<file path="config.mk">
export PLATFORM = sky130hd
export DESIGN_NAME = health_round_manager
export DESIGN_NICKNAME = d
export VERILOG_FILES = /design/src/rtl/health_round_manager.sv
export SDC_FILE = /design/constraint.sdc
export NUM_CORES = 1
export LEC_CHECK = 0
export CORE_MARGIN = 4
export CORE_UTILIZATION = 45
export CTS_CLUSTER_DIAMETER = 60
export DETAILED_ROUTE_END_ITERATION = 12
export PLACE_DENSITY = 0.71
export SYNTH_ARGS = -nofsm -noshare
export SYNTH_HDL_FRONTEND = slang
export SYNTH_SLANG_ARGS = --single-unit
</file>
<file path="constraint.sdc">
create_clock -name clk -period 3.09 [get_ports clk]
set_clock_uncertainty 0.05 [all_clocks]
set_input_delay 0.618 -clock clk [delete_from_list [all_inputs] [get_ports clk]]
set_output_delay 0.618 -clock clk [all_outputs]
set_load 0.01 [all_outputs]
</file>
<file path="src/rtl/health_round_manager.sv">
// Purpose: two-player health, damage arbitration, invincibility frames, KO/DRAW
//          detection, round-win counting and a best-of-N match state machine.
// Ports:   clk, reset (async, active-low)
//          in_range, attack_state_1/2, bullet_hit_1/2 : damage sources
//          new_match                                  : restart from MATCH_P1/MATCH_P2
//          health_1/2, state, hit1/2, invuln_1/2, wins_1/2, round_start : registered status
// Option:  `define BLOCK_EN adds block_1/block_2; a blocked melee hit deals DMG>>2.
module health_round_manager #(
    parameter int unsigned HP_MAX         = 400,
    parameter int unsigned HP_W           = 9,
    parameter int unsigned DMG_LIGHT      = 5,
    parameter int unsigned DMG_HEAVY      = 10,
    parameter int unsigned DMG_BULLET     = 15,
    parameter int unsigned IFRAME_CYCLES  = 30,
    parameter int unsigned KO_HOLD_CYCLES = 100,
    parameter int unsigned ROUNDS_TO_WIN  = 2
) (
    input  logic            clk,
    input  logic            reset,
    input  logic            in_range,
    input  logic [1:0]      attack_state_1,
    input  logic [1:0]      attack_state_2,
    input  logic            bullet_hit_1,
    input  logic            bullet_hit_2,
    input  logic            new_match,
`ifdef BLOCK_EN
    input  logic            block_1,
    input  logic            block_2,
`endif
    output logic [HP_W-1:0] health_1,
    output logic [HP_W-1:0] health_2,
    output logic [2:0]      state,
    output logic            hit1,
    output logic            hit2,
    output logic            invuln_1,
    output logic            invuln_2,
    output logic [1:0]      wins_1,
    output logic [1:0]      wins_2,
    output logic            round_start
);

    localparam int unsigned IF_W      = (IFRAME_CYCLES > 0) ? $clog2(IFRAME_CYCLES + 1) : 1;
    localparam int unsigned HOLD_W    = (KO_HOLD_CYCLES > 1) ? $clog2(KO_HOLD_CYCLES) : 1;
    localparam int unsigned HOLD_LAST = (KO_HOLD_CYCLES > 0) ? KO_HOLD_CYCLES - 1 : 0;

    typedef enum logic [2:0] {
        FIGHT    = 3'b000,
        KO_P1    = 3'b001,
        KO_P2    = 3'b010,
        DRAW     = 3'b011,
        MATCH_P1 = 3'b101,
        MATCH_P2 = 3'b110
    } state_t;

    state_t            st;
    logic [IF_W-1:0]   if_cnt_1, if_cnt_2, if_nxt_1, if_nxt_2;
    logic [HOLD_W-1:0] hold_cnt;
    logic [HP_W-1:0]   dmg_1, dmg_2, nh_1, nh_2;
    logic              dv_1, dv_2, take_1, take_2;
    logic [1:0]        w1_inc, w2_inc;

    assign state = st;

    // Damage selection: bullet beats heavy beats light; P1 is hit by P2's attack.
    always_comb begin
        dmg_1 = '0;
        dv_1  = 1'b0;
        dmg_2 = '0;
        dv_2  = 1'b0;
        if (bullet_hit_1) begin
            dmg_1 = HP_W'(DMG_BULLET);
            dv_1  = 1'b1;
        end else if (in_range && attack_state_2 == 2'b10) begin
            dmg_1 = HP_W'(DMG_HEAVY);
            dv_1  = 1'b1;
        end else if (in_range && attack_state_2 == 2'b01) begin
            dmg_1 = HP_W'(DMG_LIGHT);
            dv_1  = 1'b1;
        end
        if (bullet_hit_2) begin
            dmg_2 = HP_W'(DMG_BULLET);
            dv_2  = 1'b1;
        end else if (in_range && attack_state_1 == 2'b10) begin
            dmg_2 = HP_W'(DMG_HEAVY);
            dv_2  = 1'b1;
        end else if (in_range && attack_state_1 == 2'b01) begin
            dmg_2 = HP_W'(DMG_LIGHT);
            dv_2  = 1'b1;
        end
`ifdef BLOCK_EN
        // Blocking only softens melee; bullets pass through at full damage.
        if (block_1 && !bullet_hit_1) dmg_1 = dmg_1 >> 2;
        if (block_2 && !bullet_hit_2) dmg_2 = dmg_2 >> 2;
`endif
    end

    // Hit acceptance, saturating health update and iframe countdown.
    always_comb begin
        take_1   = (st == FIGHT) && (health_1 != '0) && (if_cnt_1 == '0) && dv_1;
        take_2   = (st == FIGHT) && (health_2 != '0) && (if_cnt_2 == '0) && dv_2;
        nh_1     = health_1;
        nh_2     = health_2;
        if (take_1) nh_1 = (health_1 > dmg_1) ? health_1 - dmg_1 : '0;
        if (take_2) nh_2 = (health_2 > dmg_2) ? health_2 - dmg_2 : '0;
        if_nxt_1 = (if_cnt_1 != '0) ? if_cnt_1 - IF_W'(1) : '0;
        if_nxt_2 = (if_cnt_2 != '0) ? if_cnt_2 - IF_W'(1) : '0;
        if (take_1) if_nxt_1 = IF_W'(IFRAME_CYCLES);
        if (take_2) if_nxt_2 = IF_W'(IFRAME_CYCLES);
        w1_inc   = wins_1 + 2'd1;
        w2_inc   = wins_2 + 2'd1;
    end

    // Round/match state machine with all status outputs registered.
    always_ff @(posedge clk or negedge reset) begin
        if (!reset) begin
            st          <= FIGHT;
            health_1    <= HP_W'(HP_MAX);
            health_2    <= HP_W'(HP_MAX);
            hit1        <= 1'b0;
            hit2        <= 1'b0;
            if_cnt_1    <= '0;
            if_cnt_2    <= '0;
            invuln_1    <= 1'b0;
            invuln_2    <= 1'b0;
            wins_1      <= 2'd0;
            wins_2      <= 2'd0;
            hold_cnt    <= '0;
            round_start <= 1'b0;
        end else begin
            hit1        <= 1'b0;
            hit2        <= 1'b0;
            round_start <= 1'b0;
            if_cnt_1    <= if_nxt_1;
            if_cnt_2    <= if_nxt_2;
            invuln_1    <= (if_nxt_1 != '0);
            invuln_2    <= (if_nxt_2 != '0);
            case (st)
                FIGHT: begin
                    health_1 <= nh_1;
                    health_2 <= nh_2;
                    hit1     <= take_1;
                    hit2     <= take_2;
                    hold_cnt <= '0;
                    // KO is judged on the post-hit health of this same edge.
                    if (nh_1 == '0 && nh_2 == '0) begin
                        st <= DRAW;
                    end else if (nh_2 == '0) begin
                        wins_1 <= w1_inc;
                        st     <= (w1_inc == 2'(ROUNDS_TO_WIN)) ? MATCH_P1 : KO_P1;
                    end else if (nh_1 == '0) begin
                        wins_2 <= w2_inc;
                        st     <= (w2_inc == 2'(ROUNDS_TO_WIN)) ? MATCH_P2 : KO_P2;
                    end
                end
                KO_P1, KO_P2, DRAW: begin
                    if (hold_cnt == HOLD_W'(HOLD_LAST)) begin
                        st          <= FIGHT;
                        hold_cnt    <= '0;
                        health_1    <= HP_W'(HP_MAX);
                        health_2    <= HP_W'(HP_MAX);
                        if_cnt_1    <= '0;
                        if_cnt_2    <= '0;
                        invuln_1    <= 1'b0;
                        invuln_2    <= 1'b0;
                        round_start <= 1'b1;
                    end else begin
                        hold_cnt <= hold_cnt + HOLD_W'(1);
                    end
                end
                default: begin
                    // MATCH_P1 / MATCH_P2: frozen until a new match is requested.
                    if (new_match) begin
                        st          <= FIGHT;
                        wins_1      <= 2'd0;
                        wins_2      <= 2'd0;
                        health_1    <= HP_W'(HP_MAX);
                        health_2    <= HP_W'(HP_MAX);
                        if_cnt_1    <= '0;
                        if_cnt_2    <= '0;
                        invuln_1    <= 1'b0;
                        invuln_2    <= 1'b0;
                        round_start <= 1'b1;
                    end
                end
            endcase
        end
    end

endmodule

</file>
==> Word-level counts from Yosys, hierarchy flattened <==
Index checks and enable logic that the tools add are counted.
{ "word_totals": {"regBits": 47, "latchBits": 0, "ram_bits": 0, "mem_bits_ro": 0, "inputBits": 10, "output_inout_bits": 30, "wordCells": 128, "mem_count": 0} }
{ "op_classes": {"add_sub_neg": 7, "multipliers": 0, "div": 0, "magnitude_cmp": 2, "eq_ne": 16, "shifts": 0, "n_mux": 59, "bitwise": 1, "n_reduce_logical": 30} }
{ "op_table": {"columns": ["op", "n"], "rows": [
  ["9-bit two-way mux", 7],
  ["5-bit two-way mux", 8],
  ["9-bit one-hot mux with 2 select lines", 2],
  ["3-bit two-way mux", 9],
  ["5-bit one-hot mux with 2 select lines", 2],
  ["5-bit nonzero test", 4],
  ["9-bit greater-than comparator", 2],
  ["9-bit logical NOT", 2],
  ["9-bit nonzero test", 2],
  ["9-bit subtractor", 2],
  ["1-bit two-way mux", 14],
  ["7-bit one-hot mux with 2 select lines", 1],
  ["2-bit two-way mux", 6],
  ["4-bit two-way mux", 3],
  ["1-bit logical AND", 11],
  ["5-bit logical NOT", 2],
  ["5-bit by 1-bit subtractor with 5-bit output (second input constant)", 2],
  ["2-bit == test (second input constant)", 4],
  ["2-bit one-hot mux with 2 select lines", 2],
  ["7-bit by 1-bit adder with 7-bit output (second input constant)", 1],
  ["7-bit == test (second input constant)", 1],
  ["7-bit two-way mux", 1],
  ["3-bit by 2-bit == test with 1-bit output (second input constant)", 2],
  ["2-bit inequality test (second input constant)", 3],
  ["other kinds (16)", 22]
]} }

==> Logic depth before layout (Yosys ltp) <==
Gate-level depths: netlist of the first run.
{ "logic_depth": {"ltp_word": 13, "ltp_mapped": 14, "depth_no_buf": 14} }

==> Worst setup path before layout of the first run <==
Ideal clock, no wire load.
{ "synth_timing": {"path_type": "in2reg", "from": "in attack_state_1[0]", "to": "reg wins_1[1]", "setup_ps": 126, "arrival_time_ps": 3470, "t_required_ps": 2914, "setup_slack_ps": -555, "stages": 14, "path_buffers": 0, "cell_sequence": "inv_1 nor2_1 a21o_1 ha_1 inv_1 fa_1 a21o_1 a21oi_1 or4b_1 or3_1 mux2i_1 nor4_2 nand3_1 o2bb2ai_1"} }
{ "synth_between": {"elab_chain_cells": 12, "elab_cells_between_ends": 20, "cone_classes": "add/sub: 1; order compare: 1; eq/ne: 4; mux: 8; reduce/logical: 6"} }
{ "synth_lines": {"columns": ["item", "line_no", "rtl"], "rows": [
  ["from (decl)", "21", "input logic [1:0] attack_state_1,"],
  ["2-bit by 1-bit == test with 1-bit output", "86", "end else if (in_range && attack_state_1 == 2'b01) begin"],
  ["1-bit logical AND", "86", null],
  ["3-bit two-way mux", "86", null],
  ["4-bit two-way mux", "83", "end else if (in_range && attack_state_1 == 2'b10) begin"],
  ["4-bit two-way mux", "80", "if (bullet_hit_2) begin"],
  ["9-bit subtractor or 9-bit greater-than comparator (tied branches)", "104", "if (take_2) nh_2 = (health_2 > dmg_2) ? health_2 - dmg_2 : '0;"],
  ["9-bit two-way mux", "104", null],
  ["9-bit two-way mux *", "104", null],
  ["9-bit logical NOT *", "145, 147", null],
  ["1-bit logical AND", "145", "if (nh_1 == '0 && nh_2 == '0) begin"],
  ["2-bit inequality test (no source line)", null, null],
  ["4-bit AND reduction (no source line) *", null, null],
  ["to (signal assigned)", "148", "wins_1 <= w1_inc;"],
  ["to (decl)", "37", "output logic [1:0] wins_1,"]
]} }
Every way passes the cells marked *; elsewhere a longest branch is shown, timed or not.
A chain may end at the register's enable or synchronous reset.

==> Worst setup path after layout of the first run <==
{ "layout_timing": {"from": "in attack_state_2[1]", "to": "reg wins_2[1]"} }
{ "layout_between": {"elab_chain_cells": 12, "elab_cells_between_ends": 20, "cone_classes": "add/sub: 1; order compare: 1; eq/ne: 4; mux: 8; reduce/logical: 6"} }
{ "layout_lines": {"columns": ["item", "line_no", "rtl"], "rows": [
  ["from (decl)", "22", "input logic [1:0] attack_state_2,"],
  ["2-bit by 1-bit == test with 1-bit output", "76", "end else if (in_range && attack_state_2 == 2'b01) begin"],
  ["1-bit logical AND", "76", null],
  ["3-bit two-way mux", "76", null],
  ["4-bit two-way mux", "73", "end else if (in_range && attack_state_2 == 2'b10) begin"],
  ["9-bit two-way mux", "70", "if (bullet_hit_1) begin"],
  ["9-bit subtractor or 9-bit greater-than comparator (tied branches)", "103", "if (take_1) nh_1 = (health_1 > dmg_1) ? health_1 - dmg_1 : '0;"],
  ["9-bit two-way mux", "103", null],
  ["9-bit two-way mux *", "103", null],
  ["9-bit logical NOT *", "145, 150", null],
  ["1-bit logical AND", "145", null],
  ["2-bit inequality test (no source line)", null, null],
  ["5-bit AND reduction (no source line) *", null, null],
  ["to (signal assigned)", "151", "wins_2 <= w2_inc;"],
  ["to (decl)", "38", "output logic [1:0] wins_2,"]
]} }
Marked as above.

==> results.toml, run 1 <==
[cts]
cts-root-buf = "clkbuf_8"
cts_made_buffers = 5
cts_tree = "done"
clkSlewWorstSetupHoldPaths_ps = 100
htree_levels = 2
clockBufferDepth = 2
cts.sinks = 47
clk_latency_ps = 310

[setup_path]
critPathTopFamily = "compound AO/OA/AOI/OAI gates"
path_class = "in -> reg"
end_kind = "flop"
crit_slowest_cell = "o41ai_4"
slowest_delay_ps = 380
path_common_cell = "a21o_1"
cp_cell_sequence = "buf_8 > nor2_4 > a21o_1 > ha_2 > inv_2 > fa_2 > a21o_1 > a21o_1 > buf_6 > o41ai_4 > o31ai_2 > a2111oi_4 > nand3_2 > buf_6 > nor4_2 > o21ai_2"
cp_num_buf_inv = 4
start_kind = "primary input"
worst_ep_required_time_ps = 3240
arrival_ps = 3540
timing.critical_path.fanout_max = 6

[logic_synthesis]
yosys.area.top_type_share = 0.353
synth-seq-area-share = 0.407
synth_area_leader_cell = "dfrtp_1"
synth_seq_cells = 47
synth_ff_type = "dfrtp_1"
synthDistinctLibCells = 60
post_synth.cell_area_avg_um2 = 9.38
syn-num-nets = 333
async_flop_share = 1.00
synthCells = 310
synth_area_leaders = "dfrtp_1 35%, dfstp_2 5.4%, ha_1 4.7%"
synth_area_mm2 = 0.00291
ys_warn_count = 0
synth_edf_count = 0

[placed_design]
placed_area_mm2 = 0.00402
dpl.cell_count = 500
place_ws_ps = -1150
hpwl_um = 5860
place_congestion = 0.883
portBuffers = 39

[timing]
finalSetupTns_ps = -1460
drv_slew = 0
layout_setup_ws_ps = -298
max_clock_freq_mhz = 295
finalHoldViolCount = 0
worst_pin_slew_ps = 1050
timing.hold.ws_ps = 430
rsz0062_at_grt = "true"
setup_viol = 7
period_needed_ps = 3390
max_slew_margin = 0.300
fin_crit_sh = 1.10

[die]
dieArea_mm2 = 0.00781
initial_core_util = 0.461
num_io_pins = 40
die_x_um = 88.4
num_rows = 29
core_mm2 = 0.00631
die-height_um = 88.4

[pwr]
leakagePower_uw = 0.00197
clkPwrFrac = 0.120
p_switching_uw = 1560
pwr-share-seq = 0.279
max-vdd-ir-drop_mv = 0.483
power.internal_uw = 2400
power.density_mw_per_mm2 = 902
power_frac_comb = 0.601
swShare = 0.393

[finish]
regArea_mm2 = 0.00118
drive_gt1_frac = 0.361
final_cells = 520
multi_input_area_mm2 = 0.00182
areaGrowthSynthToFinish_pct = 50.8
nNetsFinal = 465
fill_cells = 494
stdcell_area_mm2 = 0.00439
mostFrequentLayoutCell = "buf_4"
most-common-layout-cells = "86 x buf_4, 41 x dfrtp_1, 31 x clkdlybuf4s50_1"
antennaDiodeCount = 0

[hold_path]
hold_class = "in -> async"

[job]
maxCapViolations = 0

[global_routing]
grt_pass1_vias = 3089
global_route.usage.total = 0.225
met1_usage = 0.276
grt_use_met2 = 0.397
grt_first_pass_wirelength_um = 14000
grt_busiest_layer = "met2"
grt.overflow.total = 0
grt_start_max_net_pins = 47
met3_usage = 0.0372
antenna_found_initial = 0

[detailed_routing]
drt_first_pass_iters = 4
drc_errors = 0
drtIter0Drc = 188
wl_per_cell_um = 16.2
wirelength_um = 8400
via_per_inst = 5.69
final_antenna_net_count = 0
num_vias = 2959

[run_status]
status = "finished with violations"
violations = "negative setup slack"
==> sequential cells by signal, indices dropped and copies added (netlist names), 2 cells and up <==
register	count
hold_cnt	7
wins_1	2
health_1	9
if_cnt_1	5
health_2	9
wins_2	2
state	3
if_cnt_2	5
==> cell families (layout without fill, tap and decap cells) <==
kind of cell | Yosys count | count (layout) | share of synthesized area
simple gates | 125 | 125 | 0.244
flops | 47 | 47 | 0.407
fa+ha+maj | 14 | 14 | 0.0645
xor+xnor | 9 | 9 | 0.0271
buf+inv | 23 | 156 | 0.0301
compound gates | 90 | 90 | 0.220
mux | 2 | 2 | 0.00688
==> power by group through the flow <==
stage                     logic, µW  registers (µW)  clock network (µW)
after floorplan                1050            1150                   0
after global placement         2130            1100                   0
after detailed placement       2180            1100                   0
after CTS                      2290            1100                 484
after global routing           2610            1140                 511
final                          2380            1100                 477
==> cell usage after synthesis (6+ instances only) <==
cell type / n
nand2_1: 21
a21oi_1: 10
inv_1: 16
ha_1: 11
o21ai_0: 27
a22o_1: 6
a21o_1: 6
dfstp_2: 6
nor2b_1: 6
nor3_1: 9
nand3_1: 7
or3_1: 10
nor2_1: 31
dfrtp_1: 41
o31ai_1: 7
==> worst reg2reg max path, cell delays in order, from the launching register on <==
cell,delay (ps)
dfrtp_1,400
inv_1,60
ha_2,180
inv_2,40
fa_2,340
a21o_1,190
a21o_1,230
buf_6,140
o41ai_4,390
o31ai_2,150
a2111oi_4,230
nand3_2,140
buf_6,190
nor4_2,320
o21ai_2,70
==> area by class of cell <==
class                   count  share of cell area
repair buffers            131               0.250
well taps                  77              0.0220
flip-flops and latches     47               0.270
multi-input cells         240               0.415
clock buffers               5              0.0157
inverters                  17              0.0163
clock inverters             3              0.0106
==> per-stage QoR <==
step	power, µW	utilization
after global routing	4260	0.695
after global placement	3230	0.637
after detailed placement	3280	0.637
final	3960	0.695
after floorplan	2200	-
after CTS	3870	0.679
==> timing repair <==
action                     CTS  global route
gates resized for setup     49            19
pin swaps                   15            18
hold buffers                 0             0
setup endpoints to repair   14             9
hold endpoints to repair     0             0
setup buffers                8             4
==> path summary, 6_finish.rpt <==
kind,startpoint,endpoint,slack [ps],cells past startpoint
max in group asynchronous,reset,health_2[8],1820,2
min reg2reg,hold_cnt[6],hold_cnt[6],440,1
min in group clk,hold_cnt[6],hold_cnt[6],440,1
max reg2reg,health_1[0],wins_2[1],-120,14
max,attack_state_2[1],wins_2[1],-300,16
min,reset,hold_cnt[2],430,1
==> metal layers <==
| layer | vias to the layer above | wire [µm] | part of all wire |
|---|---|---|---|
| met4 | 0 | 192 | 0.023 |
| met5 | - | 0 | 0 |
| li1 | 1429 | - | - |
| met3 | 19 | 380 | 0.045 |
| met1 | 1437 | 3490 | 0.42 |
| met2 | 74 | 4340 | 0.52 |
Power figures use the tool's default switching activity.
==> inputs of run 2 (changes only) <==
Settings changed: REMOVE_ABC_BUFFERS from default to 1, SLEW_MARGIN from default to 20.
==> results.toml, run 2 (same netlist as run 1, synthesis figures left out) <==
[run_status]
status = "finished with violations"
violations = "negative setup slack"

[hold_path]
hold_class = "in -> async"

[timing]
finalSetupTns_ps = -1950
max_slew_margin = 0.559
worst_pin_slew_ps = 662
rsz0062_at_grt = "true"
layout_setup_ws_ps = -346
setup_viol = 6
timing.hold.ws_ps = 280
period_needed_ps = 3440
fin_crit_sh = 1.11
drv_slew = 0
finalHoldViolCount = 0
max_clock_freq_mhz = 291

[setup_path]
regToRegStartpoint = "health_2[0]"
path_class = "in -> reg"
path_common_cell = "a21o_1"
timing.reg2reg.setup_slack_ps = -150
end_kind = "flop"
cp_num_buf_inv = 4
slowest_delay_ps = 490
start_kind = "primary input"
timing.critical_path.fanout_max = 3
reg2regPathDepth = 14
arrival_ps = 3640
worst_ep_required_time_ps = 3290
cp_cell_sequence = "buf_8 > nor2_4 > a21o_1 > ha_2 > inv_2 > fa_2 > a21o_1 > a21oi_2 > or4b_4 > or3_4 > mux2i_4 > nor4_4 > buf_4 > buf_6 > nand4_1 > nand3_1"
critPathTopFamily = "simple AND/OR/NAND/NOR gates"
crit_slowest_cell = "or4b_4"
crit_start = "attack_state_1[1]"
reg2reg_to = "state[2]"

[detailed_routing]
num_vias = 3071
via_per_inst = 5.88
drt_first_pass_iters = 5
wirelength_um = 8920
wl_per_cell_um = 17.1
final_antenna_net_count = 0
drc_errors = 0
drtIter0Drc = 199

[cts]
cts.sinks = 47
clk_latency_ps = 310
clockBufferDepth = 2
cts_tree = "done"
cts-root-buf = "clkbuf_8"
cts_made_buffers = 5
clkSlewWorstSetupHoldPaths_ps = 100
htree_levels = 2

[job]
maxCapViolations = 0

[pwr]
max-vdd-ir-drop_mv = 0.539
power.density_mw_per_mm2 = 918
leakagePower_uw = 0.00199

[finish]
nNetsFinal = 467
fill_cells = 468
areaGrowthSynthToFinish_pct = 52.6
layout_top_registers = "health_1: 9 flops, health_2: 9 flops, hold_cnt: 7 flops"
mostFrequentLayoutCell = "buf_4"
drive_gt1_frac = 0.357
antennaDiodeCount = 0
most-common-layout-cells = "87 x buf_4, 41 x dfrtp_1, 31 x clkdlybuf4s50_1"
final_cells = 522

[global_routing]
grt.overflow.total = 0
global_route.usage.total = 0.221
grt_use_met2 = 0.377
antenna_found_initial = 0
grt_start_max_net_pins = 28
met3_usage = 0.0400
grt_first_pass_wirelength_um = 13600
grt_pass1_vias = 2954
met1_usage = 0.277
grt_busiest_layer = "met2"

[die]
dieArea_mm2 = 0.00781
num_rows = 29
core_mm2 = 0.00631
die_x_um = 88.4
initial_core_util = 0.461
die-height_um = 88.4
num_io_pins = 40

[placed_design]
hpwl_um = 5940
place_ws_ps = -1180
portBuffers = 39
place_congestion = 0.928
dpl.cell_count = 499
## run 2: layer usage
layer / share of wire / routed length [µm] / up-vias
li1: - / - / 1430
met1: 0.42 / 3760 / 1496
met2: 0.50 / 4470 / 121
met3: 0.054 / 482 / 24
met4: 0.023 / 206 / 0
met5: 0 / 0 / -
## run 2: where the power goes
part	total [µW]	switching [µW]	internal, µW
logic	2410	1120	1290
clock network	558	234	324
registers	1110	247	863
total	4080	1600	2470
## run 2: stage by stage
| stage | util | instance area [µm²] | power [µW] |
|---|---|---|---|
| 3_5_place_dp | 0.629 | 3970 | 3220 |
| 5_1_grt | 0.703 | 4440 | 4350 |
| 4_1_cts | 0.676 | 4270 | 3890 |
| 3_3_place_gp | 0.629 | 3970 | 3170 |
| 6_report | 0.703 | 4440 | 4080 |
| 2_1_floorplan | - | 2890 | 2140 |
## run 2: layout make-up
type	count	area (µm²)	share of cell area
Timing Repair Buffer	133	1120	0.253
Sequential cell	47	1180	0.267
Tap cell	77	96.3	0.0217
Inverter	17	63.8	0.0144
Clock inverter	2	60.1	0.0135
Multi-Input combinational cell	240	1840	0.414
Clock buffer	6	72.6	0.0164
## run 2: how the worst max path moves through the flow
stage	end	cells past startpoint
final	state[2]	16
after global routing	wins_1[1]	15
after CTS	wins_1[1]	16
after detailed placement	wins_2[1]	15
after global placement	wins_2[1]	15
after floorplan	wins_1[1]	14
## run 2: what timing repair did
item | 4_1_cts | 5_1_grt
buffers inserted | 9 | 7
setup endpoints to repair | 13 | 9
hold endpoints to repair | 0 | 0
hold buffers | 0 | 0
gates resized for setup | 52 | 24
pin swaps | 21 | 24
